File: config.mk
export PLATFORM = sky130hd
export DESIGN_NAME = branch_predictor
export DESIGN_NICKNAME = d
export VERILOG_FILES = /design/src/rtl/branch_predictor.sv
export SDC_FILE = /design/constraint.sdc
export NUM_CORES = 1
export LEC_CHECK = 0
export BUFFER_PORTS_ARGS = -buffer_cell sky130_fd_sc_hd__buf_4
export CORE_MARGIN = 8
export CORE_UTILIZATION = 55
export CTS_BUF_LIST = sky130_fd_sc_hd__clkbuf_16
export DETAILED_ROUTE_END_ITERATION = 8
export PLACE_DENSITY = 0.88
export SLEW_MARGIN = 20
export SYNTH_ARGS = -nofsm -noshare
export SYNTH_HDL_FRONTEND = slang
export SYNTH_SLANG_ARGS = --single-unit
File: constraint.sdc
create_clock -name clk -period 7.7 [get_ports clk]
set_input_delay 0.385 -clock clk [delete_from_list [all_inputs] [get_ports clk]]
set_output_delay 0.385 -clock clk [all_outputs]
set_load 0.01 [all_outputs]
File: src/rtl/branch_predictor.sv
`default_nettype none
// ============================================================================
// Module   : branch_predictor
// Brief    : Dynamic branch predictor built from a table of 2-bit saturating
//            counters. Bimodal (PC-indexed) when GHR_BITS = 0, gshare
//            (PC XOR global history) otherwise. Predicts in Decode, trains
//            from Memory-stage resolution, and keeps running statistics.
// Revision : 1.0 - initial release
// ============================================================================
module branch_predictor #(
  parameter int          PHT_DEPTH  = 64,
  parameter int          GHR_BITS   = 0,
  parameter logic [1:0]  INIT_STATE = 2'b01,
  localparam int         IDX_W      = $clog2(PHT_DEPTH)
) (
  input  logic             clk,
  input  logic             rst,
  input  logic [31:0]      pcD,
  input  logic             branchD,
  output logic             pred_takeD,
  output logic [IDX_W-1:0] pred_idxD,
  input  logic             update_en,
  input  logic [IDX_W-1:0] update_idx,
  input  logic             update_pred,
  input  logic             update_taken,
  output logic             mispredictM,
  output logic [31:0]      branch_cnt,
  output logic [31:0]      miss_cnt
);

  localparam logic [31:0] c_CNT_MAX = 32'hFFFF_FFFF;

  logic [1:0]       r_pht [PHT_DEPTH];
  logic [IDX_W-1:0] w_hist;
  logic [IDX_W-1:0] w_idx;
  logic [1:0]       w_cur;
  logic [1:0]       w_next;
  logic             w_miss;
  logic [31:0]      r_branch_cnt;
  logic [31:0]      r_miss_cnt;
  logic             w_unused_pc;

  // Only the word-index bits of the PC select a counter.
  assign w_unused_pc = ^{pcD[31:IDX_W+2], pcD[1:0]};

  if (GHR_BITS > 0) begin : g_gshare
    logic [GHR_BITS-1:0] r_ghr;

    // Non-speculative global history: shifted in only on resolution.
    always_ff @(posedge clk) begin
      if (rst) begin
        r_ghr <= '0;
      end else if (update_en) begin
        r_ghr <= GHR_BITS'({r_ghr, update_taken});
      end
    end

    assign w_hist = IDX_W'(r_ghr);
  end else begin : g_bimodal
    assign w_hist = '0;
  end

  assign w_idx      = pcD[IDX_W+1:2] ^ w_hist;
  assign pred_idxD  = w_idx;
  assign pred_takeD = branchD & r_pht[w_idx][1];

  assign w_miss      = update_pred ^ update_taken;
  assign mispredictM = update_en & w_miss;

  assign w_cur = r_pht[update_idx];

  // Saturating step of the counter being trained.
  always_comb begin
    w_next = w_cur;
    if (update_taken) begin
      if (w_cur != 2'b11) w_next = w_cur + 2'b01;
    end else begin
      if (w_cur != 2'b00) w_next = w_cur - 2'b01;
    end
  end

  // Counter table: whole-table reset in one cycle, reset beats a same-cycle update.
  always_ff @(posedge clk) begin
    if (rst) begin
      for (int i = 0; i < PHT_DEPTH; i++) begin
        r_pht[i] <= INIT_STATE;
      end
    end else if (update_en) begin
      r_pht[update_idx] <= w_next;
    end
  end

  // Statistics counters, saturating at all-ones.
  always_ff @(posedge clk) begin
    if (rst) begin
      r_branch_cnt <= '0;
      r_miss_cnt   <= '0;
    end else if (update_en) begin
      if (r_branch_cnt != c_CNT_MAX) r_branch_cnt <= r_branch_cnt + 32'd1;
      if (w_miss && (r_miss_cnt != c_CNT_MAX)) r_miss_cnt <= r_miss_cnt + 32'd1;
    end
  end

  assign branch_cnt = r_branch_cnt;
  assign miss_cnt   = r_miss_cnt;

endmodule
`default_nettype wire
==> results.md <==
- CTS HTree Levels: 4
- Avg WL per Cell: 21.1 um
- Final setup vio count: 0
- # DRC: 0
- F_max: 250 MHz
- M1 GR Usage: 28.2%
- DRT Pass-1 Iters: 8
- Placed cells: 1,207
- Period utilization: 51.9%
- Port buffer count: 89
- CTS tree: built
- Clock root cell: clkbuf_16
- Multi-input logic area: 4380 um2
- Syn nets: 1,012
- Cell row count: 49
- Mapped Area: 9970 um2
- Area grow syn2layout: 11.6%
- Initial antenna violation count: 0
- Width of the die: 151 um
- LEAKAGE: 0.00364 uW
- Worst-skew pair later-pin latency: 0.44 ns
- Layout cells sized above 1: 16.8%
- CP max FO: 45
- Worst setup EP type: register
- Die Area: 22,700 um2
- Worst-path clk slew: 0.07 ns
- Netlist cell types: 54
- Post-DR vias/cell: 6.54
- Non-Filler Instances: 1,239
- Top cells by area, synth: edfxtp_1, dfxtp_1, mux4_2
- CTS Buf Count: 17
- Status: finished, final reports clean
- Starting Density: 55.7%
- Leading area contributor after synthesis: edfxtp_1
- Tot Pwr: 2210 uW
- Clock skew: 0.0112 ns
- M2 GR Usage: 36.5%
- Largest net degree at the start of global routing: 69
- Min-delay worst type: input port to register
- Worst Setup Start Kind: input port
- GPL Wtd Cong: 0.892
- Worst slew pin tran: 1.21 ns
- Drt total wl: 26.1 mm
- Number of max-cap violations: 0
- Synth async-reset ratio: 0%
- CTS Buffer Depth: 2
- Main flop type after synthesis: edfxtp_1
- Data required time of the critical path: 7.85 ns
- Slew Viols, Final: 0
- Cell Pwr Density: 198 nW/um2
- Post-CTS Setup Bufs: 0
- Cts hold-fix bufs: 0
- Vias: 8,101
- # IOs: 116
- Synth Area per Inst: 10.3 um2
- Total GRT Usage: 22.9%
- Post-synthesis cell count: 966
- Antenna cell count: 0
- CP Data Arrival Time: 4.15 ns
- Final net count: 1,043
- Sequential area share after synthesis: 51.4%
- Iteration-0 DRC Markers: 1,142
- FF+latch count, synth: 192
- Ys Warns: 0
- Global routing's busiest layer: met2
- WS Path Type: input port to register
- Tmin final: 4.00 ns
- EDFF count, synth: 128
- Slew margin rel.: 19.0%
- Post-route ant nets: 0
- Remaining global-route overflow: 0
- Post-DP HPWL: 17.1 mm
- VDD IR max: 148 uV
- TNS Setup: 0 ns
- Sink Count: 192
- Sequential Area: 5120 um2
- Fin util: 62.1%
- Fin. Hold Viols: 0
- First-pass GRT wire length: 40.8 mm
- CORE AREA: 17,900 um2
- Post-cts resize count: 0
- Met3 GRT Util: 6.19%
- Fillcell total: 1,392
- Synth top area share: 38.6%
- RSZ-0062 raised after global routing: no
- Number of global-route vias before repair: 7,786
- Die Y-Extent: 151 um
## layer usage
| metal | vias up | routed length (um) |
|---|---|---|
| met4 | 0 | 1130 |
| met3 | 125 | 3100 |
| met1 | 3777 | 9360 |
| met5 | - | 0 |
| li1 | 3637 | - |
| met2 | 562 | 12600 |
## layout by cell type, fill, tap and decap left out, drive strengths merged, types with 3 or more instances in the layout
cell type	Yosys	layout
a21oi	25	25
a221o	4	4
a22oi	3	3
and2	5	5
and3	13	13
and4	7	7
buf	36	94
clkbuf	46	17
clkinv	0	6
dfxtp	64	64
edfxtp	128	128
inv	15	21
mux2	7	7
mux2i	29	29
mux4	31	31
nand2	86	86
nand2b	3	3
nand3	78	78
nand3b	10	10
nand4	14	14
nor2	97	97
nor2b	3	3
nor3	68	68
nor3b	6	6
nor4	7	7
o21ai	76	76
o22ai	4	4
o2bb2ai	4	4
o31ai	4	4
o32ai	3	3
or2	3	3
or3	21	21
xnor2	27	27
xor2	18	18
## worst max-delay path, cell delays in order
cell      delay (ns)
buf_4           0.51
nor2b_1         0.85
a22oi_1         0.21
o211ai_1        0.25
nand3_1         0.14
nor4_1          0.46
maj3_2          0.73
buf_4           0.48
nor3_1          0.11
## synth_stat cells (4+ instances only)
cell type / n
a21oi_1: 25
a221o_1: 4
and2_1: 5
and3_1: 13
and4_1: 7
buf_1: 5
buf_2: 15
buf_4: 8
buf_6: 8
clkbuf_1: 46
dfxtp_1: 64
edfxtp_1: 128
inv_1: 14
mux2_2: 7
mux2i_1: 29
mux4_2: 31
nand2_1: 86
nand3_1: 78
nand3b_1: 10
nand4_1: 14
nor2_1: 97
nor3_1: 68
nor3b_1: 5
nor4_1: 7
o21ai_0: 74
o22ai_1: 4
o2bb2ai_1: 4
o31ai_1: 4
or3_1: 21
xnor2_1: 27
xor2_1: 18
## where the power goes
group / switching, uW / internal (uW)
Sequential: 11.7 / 1110
Combinational: 145 / 65.7
Clock: 393 / 477
Total: 550 / 1660
## through the flow
| step | setup slack, ns | cell area [um2] | hold WS [ns] |
|---|---|---|---|
| floorplan | 4.35 | 9970 | 0.510 |
| global placement | 3.50 | 10500 | 0.484 |
| detailed placement | 3.38 | 10500 | 0.495 |
| CTS | 3.81 | 11100 | 0.447 |
| global route | 3.53 | 11100 | 0.491 |
| finish | 3.70 | 11100 | 0.458 |
## registers in the layout (all words and copies together) (netlist names)
register,cells
branch_cnt,32
miss_cnt,32
r_pht,128
## layout make-up
type / instances / area share, %
Sequential cell: 192 / 46.1
Multi-Input combinational cell: 677 / 39.4
Timing Repair Buffer: 94 / 6.34
Clock buffer: 17 / 3.82
Tap cell: 229 / 2.58
Clock inverter: 15 / 1.32
Inverter: 15 / 0.506
## final timing paths
kind / startpoint / end / slack [ns] / cells past startpoint
min reg2reg: branch_cnt[18]$_SDFFE_PP0P_ / branch_cnt[18]$_SDFFE_PP0P_ / 0.51 / 2
max: update_idx[1] / r_pht[49][1]$_SDFFCE_PN0P_ / 3.70 / 9
max reg2reg: r_pht[37][1]$_SDFFCE_PN0P_ / r_pht[49][1]$_SDFFCE_PN0P_ / 4.29 / 8
min: update_en / branch_cnt[2]$_SDFFE_PP0P_ / 0.46 / 5
## cells by family (layout without fill, tap and decap cells)
group | Yosys count | after routing | synth area share [%]
AO/OA/AOI/OAI | 137 | 137 | 8.02
flip-flops | 192 | 192 | 51.4
buffers and inverters | 97 | 141 | 4.75
XOR/XNOR | 45 | 45 | 3.95
multiplexers | 67 | 67 | 10.7
AND/OR/NAND/NOR | 424 | 424 | 20.7
adder cells (fa/ha/maj) | 4 | 4 | 0.464
(Power assumes the default switching activity.)
